<file path="config.mk">
export PLATFORM = sky130hd
export DESIGN_NAME = barrett_for_17
export DESIGN_NICKNAME = d
export VERILOG_FILES = /design/src/rtl/barrett_for_17.sv
export SDC_FILE = /design/constraint.sdc
export NUM_CORES = 1
export LEC_CHECK = 0
export ABC_AREA = 0
export CAP_MARGIN = 20
export CELL_PAD_IN_SITES_DETAIL_PLACEMENT = 1
export CELL_PAD_IN_SITES_GLOBAL_PLACEMENT = 1
export CORE_MARGIN = 3
export CORE_UTILIZATION = 34
export CTS_CLUSTER_DIAMETER = 200
export DETAILED_ROUTE_END_ITERATION = 16
export PLACE_DENSITY = 0.71
export SETUP_SLACK_MARGIN = 0.5
export SLEW_MARGIN = 40
export SYNTH_ARGS = -nofsm -noshare
export SYNTH_HDL_FRONTEND = slang
export SYNTH_SLANG_ARGS = --single-unit
</file>
<file path="constraint.sdc">
create_clock -name clk -period 1.5 [get_ports clk]
set_input_delay 0.3 -clock clk [delete_from_list [all_inputs] [get_ports clk]]
set_output_delay 0.3 -clock clk [all_outputs]
set_load 0.01 [all_outputs]
</file>
<file path="src/rtl/barrett_for_17.sv">
// Two-stage Barrett reducer for p=17: din_a -> (din_a mod 17, din_a / 17).
// Define BARRETT_OUTREG_EN to register the correction stage (latency 2); otherwise latency 1.
module barrett_for_17 #(
  parameter int IN_W  = 9,
  parameter int OUT_W = 5,
  parameter int MU    = 60,
  parameter int SHIFT = 10
) (
  input  logic             clk,
  input  logic             rst_n,
  input  logic             in_valid,
  input  logic [IN_W-1:0]  din_a,
  output logic             out_valid,
  output logic [OUT_W-1:0] dout_r,
  output logic [OUT_W-1:0] dout_q
);

  localparam int PROD_W = IN_W + 6;
  localparam int R_W    = OUT_W + 1;
  // MU is realised as 2^6 - 2^k with no multiplier; k is derived from MU.
  localparam int MU_LO  = $clog2(64 - MU);

  logic [PROD_W-1:0] a_ext;
  logic [PROD_W-1:0] prod;
  logic [OUT_W-1:0]  q_est_d;
  logic [IN_W-1:0]   q_times_17;
  logic [R_W-1:0]    r_est_d;

  assign a_ext      = PROD_W'(din_a);
  assign prod       = (a_ext << 6) - (a_ext << MU_LO);
  assign q_est_d    = OUT_W'(prod >> SHIFT);
  assign q_times_17 = (IN_W'(q_est_d) << 4) + IN_W'(q_est_d);
  // q_est undershoots by at most one, so the difference always fits in 0..33.
  assign r_est_d    = R_W'(din_a - q_times_17);

  logic             valid_s1_q;
  logic [OUT_W-1:0] q_s1_q;
  logic [R_W-1:0]   r_s1_q;

  // Data registers load every cycle; only the valid bit qualifies them.
  always_ff @(posedge clk or negedge rst_n) begin
    if (!rst_n) begin
      valid_s1_q <= 1'b0;
      q_s1_q     <= '0;
      r_s1_q     <= '0;
    end else begin
      valid_s1_q <= in_valid;
      q_s1_q     <= q_est_d;
      r_s1_q     <= r_est_d;
    end
  end

  logic             r_ge;
  logic [OUT_W-1:0] r_corr;
  logic [OUT_W-1:0] q_corr;

  assign r_ge   = (r_s1_q >= R_W'(17));
  assign r_corr = r_ge ? OUT_W'(r_s1_q - R_W'(17)) : OUT_W'(r_s1_q);
  assign q_corr = r_ge ? (q_s1_q + OUT_W'(1)) : q_s1_q;

`ifdef BARRETT_OUTREG_EN
  logic             valid_s2_q;
  logic [OUT_W-1:0] r_s2_q;
  logic [OUT_W-1:0] q_s2_q;

  always_ff @(posedge clk or negedge rst_n) begin
    if (!rst_n) begin
      valid_s2_q <= 1'b0;
      r_s2_q     <= '0;
      q_s2_q     <= '0;
    end else begin
      valid_s2_q <= valid_s1_q;
      r_s2_q     <= r_corr;
      q_s2_q     <= q_corr;
    end
  end

  assign out_valid = valid_s2_q;
  assign dout_r    = r_s2_q;
  assign dout_q    = q_s2_q;
`else
  assign out_valid = valid_s1_q;
  assign dout_r    = r_corr;
  assign dout_q    = q_corr;
`endif

endmodule

</file>
==> impl_metrics.yaml, run 1 <==
synthesis:
  synth_compound_area_share_pct: 7.169
  synth_area_per_cell_um2: 9.447
  synth_fp_nets: 139
  ys_ff_latch: 12
  synth_adder_area_share_pct: 23.33
  yosysSeqAreaShare_pct: 29.16
  synth_xor_area_share_pct: 15.19
  muxShareOfSynthArea_pct: 0
  synthesis.area_um2: 1030
  synth_top_family_by_area: "adder cells"
  ys_warn_count: 0
  synthCells: 109
  synthSimpleGateAreaFrac_pct: 18.23
  yosysUniqueCellTypes: 28
clock_network:
  cts_sinks: 12
  cts_root_buf: "clkbuf_4"
  post_cts_buffers: 19
  htreeDepth: 1
  numCtsBuffers: 3
  cts_resized: 137
  clk_path_buf_depth: 2
  hold_buffers: 0
run_status:
  firstError: "[ERROR DPL-0033] detailed placement checks failed during check placement."
  status: "stopped before the end"
  stop_stage: "clock tree synthesis (4_1_cts)"
floorplan:
  boundaryPins: 23
  fp-row-count: 19
  die_w_um: 61.04
  start_util_pct: 36.40
  die_h_um: 61.04
place:
  dp.cells: 203
  gp_congestion: 0.7151
  io_buffers: 22
  dp_worst_setup_slack_ns: -2.121
  hpwl_mm: 2.579
## synthesized netlist by cell type
library cell	n	area [µm²]
a21oi_2	1	8.760
nand3b_1	2	15.01
inv_2	1	3.750
nand3_1	4	20.02
or4_4	1	11.26
o21ai_0	3	15.01
nand3_2	1	10.01
dfrtp_1	12	300.3
nor3_4	1	16.27
a21oi_1	6	30.03
nor3b_2	1	12.51
xor2_1	5	43.79
nor4b_1	1	8.760
nand2_1	10	37.54
o21ai_1	1	5.000
fa_1	2	40.04
inv_1	18	67.56
xnor2_2	1	16.27
nand4_1	2	12.51
nand2b_1	1	6.260
a211oi_1	1	7.510
xnor2_1	11	96.34
nor4_1	1	6.260
a21o_1	1	7.510
nor3_1	1	5.000
ha_1	16	200.2
nor4b_2	1	15.01
nor2_1	3	11.26
## cell families after synthesis
| kind of cell | Yosys count |
|---|---|
| AND/OR/NAND/NOR | 30 |
| buffers and inverters | 19 |
| adder cells (fa/ha/maj) | 18 |
| XOR/XNOR | 17 |
| AO/OA/AOI/OAI | 13 |
| flip-flops | 12 |
## metrics by stage
step | hold WS [ns] | area [µm²]
floorplan | 0.004409 | 1291
detailed placement | 0.6574 | 1858
global placement | 0.6556 | 1858
==> run 2: changes to the inputs <==
- CELL_PAD_IN_SITES_DETAIL_PLACEMENT: 1 -> unset
- CELL_PAD_IN_SITES_GLOBAL_PLACEMENT: 1 -> unset
- CORE_AREA: unset -> 3 3 64 66
- CORE_MARGIN: 3 -> unset
- CORE_UTILIZATION: 34 -> unset
- CTS_CLUSTER_DIAMETER: 200 -> unset
- DIE_AREA: unset -> 0 0 67 69
- PLACE_DENSITY: 0.71 -> unset
- PLACE_DENSITY_LB_ADDON: unset -> 0.15
- SETUP_SLACK_MARGIN: 0.5 -> unset
- clock period: 1.5 -> 1.95 ns (I/O delays scaled with it)
==> impl_metrics.yaml, run 2 <==
timing:
  worstMarginPinSlew_ns: 0.4917
  timing.final.crit_share_pct: 149.7
  rsz0062_at_grt: "true"
  fmax_ghz: 0.3426
  setup_viol: 15
  maxSlewHeadroom_pct: 67.12
  slew_violations: 0
  hold_violations: 0
  setup_slack_ns: -0.9689
  period_needed_ns: 2.919
critical_path:
  cp_top_family: "adder cells"
  required_ns: 2.07
  critical_path.max_stage_delay_ns: 0.52
  worstPathBufferInverterCount: 3
  crit_chain: "buf_8 -> clkinvlp_4 -> ha_4 -> a21oi_4 -> o21ai_4 -> nor4b_4 -> nand3_2 -> xnor2_2 -> fa_1 -> inv_2 -> ha_4 -> nor4b_4 -> a211oi_2 -> xor2_1 -> xnor2_1"
  arrival_ns: 3.04
  crit_fanout: 3
  worst_path_max_delay_cell: "fa_1"
  crit_type: "input pin to flip-flop"
  cp-end-kind: "flip-flop"
  worst_setup_path_start_kind: "input pin"
clock_network:
  numCtsBuffers: 3
  clk_pin_slew_ns: 0.05
  cts_sinks: 12
  clk_path_buf_depth: 2
  tritoncts: "built"
  cts_root_buf: "clkbuf_8"
  htreeDepth: 1
grt:
  grt_max_degree: 13
  grt_overflow: 0
  grt_pass1_vias: 1192
  antenna_found_initial: 0
  grt_usage_pct: 13.91
  grt_pass1_wl_mm: 5.050
synthesis:
  synth_top_cell_by_area: "dfrtp_1"
  yosysUniqueCellTypes: 28
  synth_area_per_cell_um2: 9.447
  synthCells: 109
  synthArstFlopShare_pct: 100.0
  synth_edf_count: 0
  synth_common_cells: "inv_1, ha_1, dfrtp_1, xnor2_1, nand2_1"
  synthFlopType: "dfrtp_1"
  yosysMostFrequentCell: "inv_1"
  synthTopCellsByArea: "dfrtp_1, ha_1, xnor2_1, inv_1, xor2_1"
  ys_warn_count: 0
  synth_fp_nets: 139
  yosysSeqAreaShare_pct: 29.16
  synth_top_area_share_pct: 29.16
  ys_ff_latch: 12
  synthesis.area_um2: 1030
final_layout:
  drive_gt1_share_pct: 71.35
  ff_latch_area_um2: 300.3
  final_cell_mix: "buf_4, ha_4, dfrtp_1"
  top_register: "r_s1_q"
  nNetsFinal: 217
  fin_area_um2: 2053
  final_common_cell: "buf_4"
  syn2layout_area_growth_pct: 99.39
  multiInputGateArea_um2: 1012
  fillers: 330
  antenna_cells: 0
  largest_reg_flops: 6
detailed_routing:
  antenna_left: 0
  wl_per_cell_um: 11.80
  first_pass_iters: 2
  top_layer_used: "met4"
  viasPerCell: 4.451
  drt_iter0_markers: 9
  wl_met2_mm: 1.609
  drc: 0
  vias: 1037
  totalWireLength_mm: 2.750
  dr_wl_met3_um: 108
  met1_length_um: 969
power_and_ir_drop:
  p_sw_w: 0.0007653
  clock_power_share_pct: 10.5
  combPwrFrac_pct: 70.3
  p_leak_nw: 0.9389
  pwr_density_cell_nw_per_um2: 981.4
  seq_power_share_pct: 19.3
  p_int_w: 0.001250
  p_sw_share_pct: 37.98
  total_power_w: 0.002015
  ir_worst_vdd_mv: 0.3119
floorplan:
  start_util_pct: 28.34
  core_um2: 3633
  die_h_um: 69
  boundaryPins: 23
  dieArea_um2: 4623
  fp-row-count: 22
  die_w_um: 67
place:
  io_buffers: 22
  hpwl_mm: 2.067
  dpl-instance-area_um2: 1739
  gp_congestion: 0.7575
run_status:
  status: "complete, but fails checks"
  violations: "negative setup slack"
worst_hold_path:
  hp-class: "input pin to asynchronous set/reset pin"
flow_run:
  max_cap_violations: 0
==> run 2: cell counts after synthesis <==
Identical to the previous run, type by type.
==> run 2: power by group through the flow <==
stage	logic [W]	registers [W]	clock network [W]
after floorplan	0.000588	0.000373	0
after detailed placement	0.00116	0.000373	0
after CTS	0.00133	0.000383	0.000218
after global placement	0.00113	0.000371	0
final	0.00142	0.000388	0.000211
after global routing	0.00154	0.000399	0.000234
==> run 2: logic make-up after synthesis <==
| kind of cell | Yosys count | share of synthesized area [%] |
|---|---|---|
| buf+inv | 19 | 6.925 |
| compound gates | 13 | 7.169 |
| xor+xnor | 17 | 15.19 |
| simple gates | 30 | 18.23 |
| fa+ha+maj | 18 | 23.33 |
| flops | 12 | 29.16 |
==> run 2: stage by stage <==
stage | TNS [ns] | cells | util [%] | setup WS (ns) | hold slack (ns)
3_5_place_dp | -11.94 | 212 | 47.87 | -1.709 | 0.7599
4_1_cts | -4.626 | 230 | 55.13 | -0.9597 | 0.5117
6_report | -4.959 | 233 | 56.51 | -0.9689 | 0.4917
3_3_place_gp | -11.10 | 212 | 47.87 | -1.613 | 0.7571
5_1_grt | -6.412 | 233 | 56.51 | -1.098 | 0.5362
2_1_floorplan | -2.823 | 109 | - | -1.123 | 0.09441
==> run 2: final cells by class <==
type / count / share of cell area [%]
tap: 48 / 2.925
multi-input combinational: 78 / 49.30
sequential: 12 / 14.63
inverter: 19 / 3.839
clock buffer: 3 / 2.011
timing repair buffer: 73 / 27.30
==> run 2: per-layer routing <==
| layer | GRT usage, % | vias to the layer above |
|---|---|---|
| met2 | 24.89 | 23 |
| met4 | 7.432 | 0 |
| met5 | 0 | - |
| li1 | - | 513 |
| met3 | 1.792 | 6 |
| met1 | 15.30 | 495 |
==> run 2: path summary, 6_finish.rpt <==
check,startpoint,endpoint,depth (start not counted)
setup / recovery,din_a[5],r_s1_q[5]$_DFF_PN0_,15
hold / removal,rst_n,r_s1_q[5]$_DFF_PN0_,1
max in group asynchronous,rst_n,q_s1_q[1]$_DFF_PN0_,1
min in group clk,din_a[1],r_s1_q[0]$_DFF_PN0_,3
==> run 2: what timing repair did <==
action	4_1_cts	5_1_grt
resized for setup	107	17
endpoints found under the setup margin	21	17
pin swaps	32	22
buffers inserted	16	5
hold buffers	0	0
No activity file was read; power rests on OpenSTA's default activity.
==> run 3: changes to the inputs <==
- CORE_AREA: 3 3 64 66 -> 2 2 63 65
- CTS_CLUSTER_SIZE: unset -> 30
- DIE_AREA: 0 0 67 69 -> 0 0 65 67
==> impl_metrics.yaml, run 3 (synthesis results as in run 2) <==
final_layout:
  fillers: 313
  syn2layout_area_growth_pct: 110.8
  antenna_cells: 0
  final_cell_mix: "buf_4, buf_6, buf_2"
  multiInputGateArea_um2: 1045
  final_core_utilization_pct: 60.20
  drive_gt1_share_pct: 75.00
  nNetsFinal: 224
  ff_latch_area_um2: 300.3
  final_common_cell: "buf_4"
  largest_reg_flops: 6
  top_register: "r_s1_q"
timing:
  hold_violations: 0
  rsz0062_at_grt: "true"
  fmax_ghz: 0.3423
  worstMarginPinSlew_ns: 0.5002
  setup_viol: 16
  timing.final.crit_share_pct: 149.8
  maxSlewHeadroom_pct: 66.55
  setup-tns-final_ns: -5.514
  slew_violations: 0
  period_needed_ns: 2.921
  setup_slack_ns: -0.9713
clock_network:
  cts_sinks: 12
  clk_path_buf_depth: 2
  numCtsBuffers: 3
  hold_buffers: 0
  clk_pin_slew_ns: 0.05
  cts_root_buf: "clkbuf_8"
  htreeDepth: 1
  tritoncts: "built"
detailed_routing:
  wl_per_cell_um: 12.06
  first_pass_iters: 2
  vias: 1065
  antenna_left: 0
  totalWireLength_mm: 2.894
  drt_iter0_markers: 4
  drc: 0
  viasPerCell: 4.438
place:
  gp_congestion: 0.7158
  io_buffers: 22
  hpwl_mm: 2.080
power_and_ir_drop:
  total_power_w: 0.002208
  ir_worst_vdd_mv: 0.3259
  p_leak_nw: 0.9927
  pwr_density_cell_nw_per_um2: 1017
grt:
  grt_max_degree: 13
  top_usage_layer: "met2"
  met2_usage_pct: 30.03
  grt_pass1_vias: 1145
  use_met3_pct: 0.5068
  grt_usage_pct: 14.10
  grt_overflow: 0
  antenna_found_initial: 0
  grt_pass1_wl_mm: 4.657
  met1_usage_pct: 13.37
floorplan:
  core_um2: 3606
  boundaryPins: 23
  fp-row-count: 22
  dieArea_um2: 4355
  die_w_um: 65
  start_util_pct: 28.56
  die_h_um: 67
critical_path:
  required_ns: 2.11
  cp-end-kind: "flip-flop"
  crit_fanout: 2
  arrival_ns: 3.08
  crit_type: "input pin to flip-flop"
  worst_setup_path_start_kind: "input pin"
worst_hold_path:
  hp-class: "input pin to flip-flop"
  min_to: "q_s1_q[4]$_DFF_PN0_"
  whs_path_depth: 3
  holdCritStartpoint: "din_a[8]"
run_status:
  status: "complete, but fails checks"
  violations: "negative setup slack"
flow_run:
  max_cap_violations: 0
==> run 3: worst max-delay path, stage by stage <==
cell	delay, ns
buf_8	0.08
clkinvlp_4	0.09
ha_4	0.24
a21oi_4	0.17
o21ai_4	0.08
nor4b_4	0.26
nand3_2	0.15
xnor2_2	0.18
fa_1	0.52
inv_2	0.05
ha_4	0.26
nor2_2	0.04
a211oi_2	0.22
xor2_1	0.21
xnor2_1	0.13
==> run 3: repair_timing <==
item                                    in CTS  in global routing
pin swaps                                   37                 26
setup buffers                               20                  8
endpoints found under the setup margin      21                 16
resized for setup                          112                 31
==> run 3: report_power, final <==
part	switching (W)	leakage (nW)	internal, W	total [W]
clock	0.0000778	0.0216	0.000135	0.000213
sequential	0.0000737	0.140	0.000321	0.000395
combinational	0.000681	0.831	0.000919	0.00160
total	0.000833	0.993	0.00138	0.00221
==> run 3: per-layer routing <==
metal | part of all wire (%) | vias to the layer above
met5 | 0 | -
met4 | 2.1 | 0
met3 | 2.5 | 5
met2 | 62 | 21
met1 | 33 | 516
li1 | - | 523
==> run 3: final cells by class <==
type	instances	share of cell area, %
clock buffers	3	1.902
inverters	19	3.746
multi-input cells	78	48.13
flip-flops and latches	12	13.83
well taps	48	2.767
repair buffers	80	29.63
==> run 3: through the flow <==
stage,instances,setup WS (ns),hold WS [ns],cell area (µm²)
final,240,-0.9713,0.4812,2171
after detailed placement,212,-1.759,0.7689,1739
after global routing,240,-1.135,0.4920,2171
after CTS,234,-0.9545,0.5209,2028
after global placement,212,-1.619,0.7611,1739
after floorplan,109,-1.123,0.09441,1211
==> run 3: worst max path at each step <==
stage                  start                   to  slack [ns]  cells past startpoint
floorplan           din_a[5]  r_s1_q[5]$_DFF_PN0_       -1.12                     14
global route        din_a[5]  r_s1_q[5]$_DFF_PN0_       -1.13                     15
global placement    din_a[5]  r_s1_q[5]$_DFF_PN0_       -1.62                     15
finish              din_a[5]  r_s1_q[5]$_DFF_PN0_       -0.97                     15
CTS                 din_a[5]  r_s1_q[5]$_DFF_PN0_       -0.95                     15
detailed placement  din_a[5]  r_s1_q[5]$_DFF_PN0_       -1.76                     15
